`config.mk`:
```
export PLATFORM = sky130hd
export DESIGN_NAME = gin_id_cfg_ctrl_flat
export DESIGN_NICKNAME = d
export VERILOG_FILES = /design/src/rtl/gin_id_cfg_ctrl_if.sv /design/src/rtl/gin_id_cfg_ctrl.sv /design/src/flat_wrapper.sv
export SDC_FILE = /design/constraint.sdc
export NUM_CORES = 1
export LEC_CHECK = 0
export ABC_CLOCK_PERIOD_IN_PS = 3300
export CAP_MARGIN = 20
export CELL_PAD_IN_SITES_DETAIL_PLACEMENT = 1
export CELL_PAD_IN_SITES_GLOBAL_PLACEMENT = 1
export CORE_MARGIN = 3
export CORE_UTILIZATION = 47
export CTS_BUF_LIST = sky130_fd_sc_hd__clkbuf_4 sky130_fd_sc_hd__clkbuf_8
export CTS_CLUSTER_DIAMETER = 40
export DETAILED_ROUTE_END_ITERATION = 8
export GPL_ROUTABILITY_DRIVEN = 0
export PLACE_DENSITY = 0.95
export SLEW_MARGIN = 15
export SYNTH_ARGS = -nofsm -noshare
export SYNTH_HDL_FRONTEND = slang
export SYNTH_SLANG_ARGS = --single-unit
export TNS_END_PERCENT = 1
```
`constraint.sdc`:
```
create_clock -name link_clk -period 3.3 [get_ports link_clk]
set_clock_uncertainty 0.2 [all_clocks]
set_input_delay 0.33 -clock link_clk [delete_from_list [all_inputs] [get_ports link_clk]]
set_output_delay 0.33 -clock link_clk [all_outputs]
set_load 0.005 [all_outputs]
```
`src/rtl/gin_id_cfg_ctrl_if.sv`:
```
// Bundle of config-stream, readback, scan-chain and GIN pass-through signals
// seen by the GIN ID configuration controller.
interface gin_id_cfg_ctrl_if #(
    parameter int CFG_WORD_WIDTH = 16
);
    logic                      cfg_start;
    logic [CFG_WORD_WIDTH-1:0] cfg_word_in;
    logic                      cfg_word_valid;
    logic                      cfg_word_ready;
    logic [CFG_WORD_WIDTH-1:0] rd_word;
    logic                      rd_valid;
    logic                      cfg_busy;
    logic                      cfg_done;
    logic                      se_id;
    logic                      si_id;
    logic                      so_id;
    logic                      src_enable;
    logic                      src_ready;
    logic                      gin_enable_in;
    logic                      gin_ready_out;

    modport master (
        input  cfg_start, cfg_word_in, cfg_word_valid, so_id, src_enable, gin_ready_out,
        output cfg_word_ready, rd_word, rd_valid, cfg_busy, cfg_done, se_id, si_id,
               src_ready, gin_enable_in
    );

    modport slave (
        output cfg_start, cfg_word_in, cfg_word_valid, so_id, src_enable, gin_ready_out,
        input  cfg_word_ready, rd_word, rd_valid, cfg_busy, cfg_done, se_id, si_id,
               src_ready, gin_enable_in
    );
endinterface

```
`src/rtl/gin_id_cfg_ctrl.sv`:
```
// GIN row/column ID scan-chain reload controller: drains GIN traffic, then shifts
// config words LSB-first into the chain while capturing the displaced bits.
module gin_id_cfg_ctrl #(
    parameter int CHAIN_LEN      = 1008,
    parameter int CFG_WORD_WIDTH = 16,
    parameter int CNT_WIDTH      = 10
) (
    input  logic                link_clk,
    input  logic                reset,
    gin_id_cfg_ctrl_if.master   bus,
    output logic [2:0]          dbg_state_o
);
    localparam int W     = CFG_WORD_WIDTH;
    localparam int IDX_W = $clog2(W + 1);
    localparam logic [CNT_WIDTH-1:0] CHAIN_LEN_C = CNT_WIDTH'(CHAIN_LEN);

    typedef enum logic [2:0] {
        ST_IDLE  = 3'd0,
        ST_DRAIN = 3'd1,
        ST_LOAD  = 3'd2,
        ST_SHIFT = 3'd3,
        ST_DONE  = 3'd4
    } state_e;

    state_e               state_q;
    logic [CNT_WIDTH-1:0] bit_cnt_q;
    logic [W-1:0]         shift_q;
    logic [W-1:0]         cap_q;
    logic [W-1:0]         rd_word_q;
    logic                 rd_valid_q;
    logic [IDX_W-1:0]     nb_q;
    logic [IDX_W-1:0]     idx_q;

    logic [CNT_WIDTH-1:0] remain_d;
    logic [CNT_WIDTH-1:0] bit_cnt_d;
    logic [IDX_W-1:0]     nb_d;
    logic [W-1:0]         cap_d;
    logic                 last_bit_d;

    // The last word of the chain may be partial; nb is fixed when the word is taken.
    always_comb begin
        remain_d   = CHAIN_LEN_C - bit_cnt_q;
        bit_cnt_d  = bit_cnt_q + CNT_WIDTH'(1);
        nb_d       = IDX_W'(W);
        if (int'(remain_d) < W) nb_d = IDX_W'(remain_d);
        cap_d      = cap_q | (W'(bus.so_id) << idx_q);
        last_bit_d = (idx_q == (nb_q - IDX_W'(1)));
    end

    always_ff @(posedge link_clk or posedge reset) begin
        if (reset) begin
            state_q    <= ST_IDLE;
            bit_cnt_q  <= '0;
            shift_q    <= '0;
            cap_q      <= '0;
            rd_word_q  <= '0;
            rd_valid_q <= 1'b0;
            nb_q       <= '0;
            idx_q      <= '0;
        end else begin
            rd_valid_q <= 1'b0;
            case (state_q)
                ST_IDLE: begin
                    if (bus.cfg_start) state_q <= ST_DRAIN;
                end
                ST_DRAIN: begin
                    if (bus.gin_ready_out) state_q <= ST_LOAD;
                end
                ST_LOAD: begin
                    if (bus.cfg_word_valid) begin
                        shift_q <= bus.cfg_word_in;
                        nb_q    <= nb_d;
                        idx_q   <= '0;
                        cap_q   <= '0;
                        state_q <= ST_SHIFT;
                    end
                end
                ST_SHIFT: begin
                    shift_q   <= shift_q >> 1;
                    cap_q     <= cap_d;
                    bit_cnt_q <= bit_cnt_d;
                    idx_q     <= idx_q + IDX_W'(1);
                    if (last_bit_d) begin
                        rd_word_q  <= cap_d;
                        rd_valid_q <= 1'b1;
                        state_q    <= (bit_cnt_d == CHAIN_LEN_C) ? ST_DONE : ST_LOAD;
                    end
                end
                ST_DONE: begin
                    bit_cnt_q <= '0;
                    state_q   <= ST_IDLE;
                end
                default: state_q <= ST_IDLE;
            endcase
        end
    end

    // Config stream: a word transfers on a cycle where cfg_word_valid && cfg_word_ready;
    // ready is high only in LOAD, so valid held outside LOAD never consumes a word.
    // Readback has no backpressure: rd_valid is a single-cycle pulse.
    assign bus.cfg_word_ready = (state_q == ST_LOAD);
    assign bus.se_id          = (state_q == ST_SHIFT);
    assign bus.si_id          = (state_q == ST_SHIFT) & shift_q[0];
    assign bus.cfg_busy       = (state_q != ST_IDLE);
    assign bus.cfg_done       = (state_q == ST_DONE);
    assign bus.rd_word        = rd_word_q;
    assign bus.rd_valid       = rd_valid_q;

    // Data traffic only flows while idle; everywhere else the source is held off.
    assign bus.gin_enable_in  = (state_q == ST_IDLE) & bus.src_enable;
    assign bus.src_ready      = (state_q == ST_IDLE) & bus.gin_ready_out;

    assign dbg_state_o        = state_q;
endmodule

```
`src/flat_wrapper.sv`:
```
// flat-port wrapper written by rule: the top's interface ports become plain ports
module gin_id_cfg_ctrl_flat 
#(
    parameter int CHAIN_LEN      = 1008,
    parameter int CFG_WORD_WIDTH = 16,
    parameter int CNT_WIDTH      = 10
)
  (link_clk, reset, dbg_state_o, bus_cfg_start, bus_cfg_word_in, bus_cfg_word_valid, bus_so_id, bus_src_enable, bus_gin_ready_out, bus_cfg_word_ready, bus_rd_word, bus_rd_valid, bus_cfg_busy, bus_cfg_done, bus_se_id, bus_si_id, bus_src_ready, bus_gin_enable_in);
  gin_id_cfg_ctrl_if #(.CFG_WORD_WIDTH(CFG_WORD_WIDTH)) bus_i ();
  input  logic link_clk;
  input  logic reset;
  output logic [2:0] dbg_state_o;
  input wire logic [$bits(bus_i.cfg_start)-1:0] bus_cfg_start;
  input wire logic [$bits(bus_i.cfg_word_in)-1:0] bus_cfg_word_in;
  input wire logic [$bits(bus_i.cfg_word_valid)-1:0] bus_cfg_word_valid;
  input wire logic [$bits(bus_i.so_id)-1:0] bus_so_id;
  input wire logic [$bits(bus_i.src_enable)-1:0] bus_src_enable;
  input wire logic [$bits(bus_i.gin_ready_out)-1:0] bus_gin_ready_out;
  output wire logic [$bits(bus_i.cfg_word_ready)-1:0] bus_cfg_word_ready;
  output wire logic [$bits(bus_i.rd_word)-1:0] bus_rd_word;
  output wire logic [$bits(bus_i.rd_valid)-1:0] bus_rd_valid;
  output wire logic [$bits(bus_i.cfg_busy)-1:0] bus_cfg_busy;
  output wire logic [$bits(bus_i.cfg_done)-1:0] bus_cfg_done;
  output wire logic [$bits(bus_i.se_id)-1:0] bus_se_id;
  output wire logic [$bits(bus_i.si_id)-1:0] bus_si_id;
  output wire logic [$bits(bus_i.src_ready)-1:0] bus_src_ready;
  output wire logic [$bits(bus_i.gin_enable_in)-1:0] bus_gin_enable_in;
  assign bus_i.cfg_start = bus_cfg_start;
  assign bus_i.cfg_word_in = bus_cfg_word_in;
  assign bus_i.cfg_word_valid = bus_cfg_word_valid;
  assign bus_i.so_id = bus_so_id;
  assign bus_i.src_enable = bus_src_enable;
  assign bus_i.gin_ready_out = bus_gin_ready_out;
  assign bus_cfg_word_ready = bus_i.cfg_word_ready;
  assign bus_rd_word = bus_i.rd_word;
  assign bus_rd_valid = bus_i.rd_valid;
  assign bus_cfg_busy = bus_i.cfg_busy;
  assign bus_cfg_done = bus_i.cfg_done;
  assign bus_se_id = bus_i.se_id;
  assign bus_si_id = bus_i.si_id;
  assign bus_src_ready = bus_i.src_ready;
  assign bus_gin_enable_in = bus_i.gin_enable_in;
  gin_id_cfg_ctrl #(.CHAIN_LEN(CHAIN_LEN), .CFG_WORD_WIDTH(CFG_WORD_WIDTH), .CNT_WIDTH(CNT_WIDTH)) u_core (.link_clk(link_clk), .reset(reset), .bus(bus_i), .dbg_state_o(dbg_state_o));
endmodule
```
After elaboration in Yosys (flattened, before gate mapping) --
Cells that the tools add are included.
Storage, ports and cells: output and inout bits 27, register bits 72, logic and storage cells 52, input bits 23
Cells by class: magnitude comparators 1, shift operators 1, equal/unequal tests 10, reduce and logical (&&, ||, !) cells 8, multiplexer cells 16, bitwise operators 4, add/subtract/negate cells 4
Operator list (number):
- 16-bit case mux with 2 select lines | 2
- 16-bit 2-to-1 mux | 2
- 10-bit case mux with 2 select lines | 1
- 16-bit OR | 1
- 1-bit by 5-bit << shifter with 16-bit output | 1
- 3-bit 2-to-1 mux | 5
- 3-bit case mux with 4 select lines | 1
- 10-bit by 1-bit adder with 10-bit output, second input constant | 1
- 10-bit == test, second input constant | 1
- 10-bit by 5-bit less-than comparator with 1-bit output, second input constant | 1
- 5-bit 2-to-1 mux | 2
- 5-bit case mux with 2 select lines | 1
- 10-bit subtractor, first input constant | 1
- 3-bit by 2-bit == test with 1-bit output, second input constant | 2
- 2-bit inequality test, second input constant | 3
- 2-bit AND reduction | 3
- 5-bit by 1-bit adder with 5-bit output, second input constant | 1
- 5-bit == test | 1
- 5-bit by 1-bit subtractor with 5-bit output, second input constant | 1
- 4-bit AND reduction | 1
- 2-bit nonzero test | 2
- 1-bit bitwise AND | 3
- 3-bit by 1-bit == test with 1-bit output, second input constant | 1
- 3-bit == test, second input constant | 1
- 4 further kinds | 5

Longest topological paths before layout --
depth in word-level cells 5, depth in mapped cells 9, gate-level depth less buffers 7

Least setup slack after synthesis --
No wires, ideal clock.
kind register -> register, start reg u_core.nb_q[0], end reg u_core.rd_word_q[10], in the netlist u_core.bus.rd_word[10], path slack 1.251 ns, stages on the path, launching flop included 10, clock period less this slack 2.049 ns, library setup time 0.122 ns, buffers on the path 2, required time 2.978 ns, data arrival time 1.726 ns, cells stage by stage dfrtp_1 > inv_1 > ha_1 > xor2_1 > o211a_1 > a211oi_2 > and2_1 > buf_6 > buf_12 > a21oi_2
Between the ends: cells in the longest elaborated chain, start to end 3
RTL lines:
- start, declared | RTL line gin_id_cfg_ctrl.sv:31 | logic [IDX_W-1:0] nb_q;
- start signal, assigned | RTL line gin_id_cfg_ctrl.sv:72 | nb_q <= nb_d;
- 5-bit by 1-bit subtractor with 5-bit output | RTL line gin_id_cfg_ctrl.sv:47 | last_bit_d = (idx_q == (nb_q - IDX_W'(1)));
- 5-bit == test | RTL line gin_id_cfg_ctrl.sv:47
- 2-bit AND reduction (no source line)
- end signal, assigned | RTL line gin_id_cfg_ctrl.sv:84 | rd_word_q <= cap_d;
- end, declared | RTL line gin_id_cfg_ctrl.sv:29 | logic [W-1:0] rd_word_q;
Every way passes these cells. A chain may end at the register's enable or synchronous reset.

Final worst setup path --
start reg u_core.state_q[0], in the netlist u_core.dbg_state_o[0], end out bus_si_id
Between the ends: cells in the longest elaborated chain, start to end 2
RTL lines:
- start, declared | RTL line gin_id_cfg_ctrl.sv:25 | state_e state_q;
- start signal, assigned | RTL line gin_id_cfg_ctrl.sv:86 | state_q <= (bit_cnt_d == CHAIN_LEN_C) ? ST_DONE : ST_LOAD;
- 3-bit by 2-bit == test with 1-bit output | RTL line gin_id_cfg_ctrl.sv:103 | assign bus.si_id = (state_q == ST_SHIFT) & shift_q[0];
- 1-bit bitwise AND | RTL line gin_id_cfg_ctrl.sv:103
- end, declared | RTL line flat_wrapper.sv:25 | output wire logic [$bits(bus_i.si_id)-1:0] bus_si_id;
Every way passes these cells.

==> results by group <==
Floorplan
  – Site Rows: 31
  – Die area: 8660 µm²
  – Chip Height: 93.1 µm
  – I/O pin count: 50
  – Initial Utilization: 48.9%
  – Placeable Area: 7290 µm²
  – Die width: 93.1 µm

CTS
  – Clock Sink Count: 72
  – CTS tree: yes
  – Cts hold-fix bufs: 0
  – Postcts setup bufs: 0
  – CTS root buffer: clkbuf_8
  – CTS resizes: 0
  – Clock Pin Slew Worst Setup and Hold Paths: 0.08 ns
  – CTS Buf Count: 9
  – CTS max path bufs: 2
  – Worst skew pair latency: 0.35 ns
  – H-tree depth: 3

Timing
  – Slew @ Worst Pin: 0.870 ns
  – Fin Setup TNS: 0 ns
  – Post-route setup slack: 0.475 ns
  – Final hold violations: 0
  – RSZ-0062 raised after global routing: no
  – Final setup viols: 0
  – Period utilization: 85.6%
  – Max-slew headroom: 41.9%
  – FMAX: 0.354 GHz
  – Final slew viol count: 0
  – Min Tclk post-route: 2.82 ns

Yosys
  – Ranking of synthesized cells by area: dfrtp_1, a21oi_1, nor2_1, nand2_1, a31oi_1
  – Post-synthesis cell count: 377
  – Synth unique cells: 48
  – Post-synth EDFFs: 0
  – Synthesis-stage register bit count: 72
  – Ys async rst share: 100%
  – Synth cell count leaders: dfrtp_1, nor2_1, a21oi_1
  – Primary FF master, synth: dfrtp_1
  – Synth top area share: 50.6%
  – Seq/Total Area, Yosys: 50.6%
  – Area leader, netlist: dfrtp_1
  – Syn Area/Cell: 9.45 µm²
  – Synthesized Nets: 404
  – Warnings, synthesis: 0
  – Post-Synthesis Cell Area: 3560 µm²
  – Count leader, synth: dfrtp_1

Drt
  – Vias post-DR: 3085
  – Average routed wire per standard cell: 19.1 µm
  – Detailed Route WL: 9940 µm
  – DRT Pass-1 Iters: 4
  – DRC: 0
  – Antenna Nets Post-Route: 0
  – 1st-iter DRT viols: 150
  – Vias per cell: 5.92

Placed design
  – Pre-CTS setup slack: 0.766 ns
  – Port bufs: 49
  – Area after DPL: 4060 µm²
  – Detailed placement HPWL: 7050 µm

Worst setup path
  – Setup CP Type: flop to output port
  – Worst path arrival time: 2.29 ns
  – Critical path capture point type: output port
  – Crit-path max FO: 19
  – Critical Path RT: 2.77 ns
  – Startpoint Class: flop

GRT
  – First-pass GRT wire length: 16400 µm
  – Gr usage total: 24.6%
  – Largest net degree at the start of global routing: 51
  – Vias in the first global route: 3310
  – Antenna violations before repair: 0
  – GR Overflow Total: 0

Finish
  – Fraction of layout cells with a size suffix above 1: 11.6%
  – Area growth syn-to-layout: 19.4%
  – Filler instances: 848
  – N_diodes: 0
  – Layout net count: 444
  – Final Instance Area: 4250 µm²
  – Final core utilization: 58.3%

Outcome
  – Outcome: finished, final reports clean

Power
  – VDD IR max: 0.000369 V
  – Leakage: 1.74 nW
  – Power density cells: 906 nW/µm²
  – Pwr Total: 3.85 mW

Job
  – Max cap viols: 0

Min path
  – Worst min path class: input pin to async pin
-- stage by stage --
stage / hold WS (ns) / instances
floorplan: 0.237 / 377
global placement: 0.266 / 505
detailed placement: 0.271 / 505
CTS: 0.0986 / 521
global route: 0.141 / 521
finish: 0.0911 / 521
-- state kept, by name (all words and copies together), names as in the netlist --
name                 flops
u_core.nb_q              5
u_core.cap_q            16
u_core.dbg_state_o       3
u_core.idx_q             5
u_core.shift_q          16
u_core.bus.rd_valid      1
u_core.bus.rd_word      16
u_core.bit_cnt_q        10
-- metal layers --
layer	routed length [µm]	up-vias	track usage, %
li1	-	1395	-
met1	4040	1561	28.4
met2	5080	99	42.7
met3	403	30	3.86
met4	414	0	15.3
met5	0	-	0
-- cell families (layout without fill, tap and decap cells) --
family,after synthesis,after routing,share of synthesized area (%)
simple gates,134,134,17.6
compound gates,121,121,22.1
buf+inv,37,82,6.14
xor+xnor,9,9,2.21
flops,72,72,50.6
fa+ha+maj,4,4,1.40
-- worst max-delay path: stages (launching register included) --
cell,delay (ns)
dfrtp_1,0.52
nand2_1,0.12
or2_1,0.26
inv_2,0.34
and2_1,0.20
clkdlybuf4s50_1,0.50
-- report_power, final --
| part | total [mW] | switching [mW] | internal (mW) |
|---|---|---|---|
| sequential | 1.55 | 0.330 | 1.22 |
| clock | 0.700 | 0.349 | 0.350 |
| combinational | 1.61 | 0.917 | 0.689 |
| total | 3.85 | 1.60 | 2.26 |
-- worst paths after layout --
| kind | startpoint | to | slack, ns | cells after the start |
|---|---|---|---|---|
| max | u_core.dbg_state_o[0] | bus_si_id | 0.48 | 5 |
| min | reset | u_core.shift_q[2] | 0.09 | 2 |
| max reg2reg | u_core.nb_q[0] | u_core.bus.rd_word[5] | 0.73 | 8 |
| min reg2reg | u_core.bit_cnt_q[9] | u_core.bit_cnt_q[9] | 0.29 | 1 |
| max in group asynchronous | reset | u_core.cap_q[1] | 2.04 | 3 |
| min in group link_clk | u_core.bit_cnt_q[9] | u_core.bit_cnt_q[9] | 0.29 | 1 |
-- layout make-up --
class	instances	area (µm²)	share of cell area [%]
Sequential cell	72	1800	42.4
Multi-Input combinational cell	268	1550	36.4
Timing Repair Buffer	57	551	12.9
Clock buffer	9	124	2.91
Tap cell	99	124	2.91
Clock inverter	7	71.3	1.68
Inverter	9	33.8	0.794
-- layout by cell type (no fill, tap or decap), types with 2 or more instances in the layout --
cell	count
nor3_1	4
nand4_1	4
a211oi_1	5
a22o_1	6
clkinv_2	3
clkdlybuf4s50_1	49
nor2b_1	2
a21oi_1	44
nor2_1	49
buf_4	8
nor3b_1	2
a211oi_2	2
inv_1	6
a2bb2oi_2	4
nand2_1	43
dfrtp_1	72
ha_1	4
o21ai_0	17
o21ai_1	6
nand3b_1	2
clkinv_4	2
a21oi_2	12
clkbuf_8	9
nand3_1	6
xnor2_1	5
xor2_1	4
and2_1	10
a31oi_1	18
inv_2	3
(Power assumes the default switching activity.)
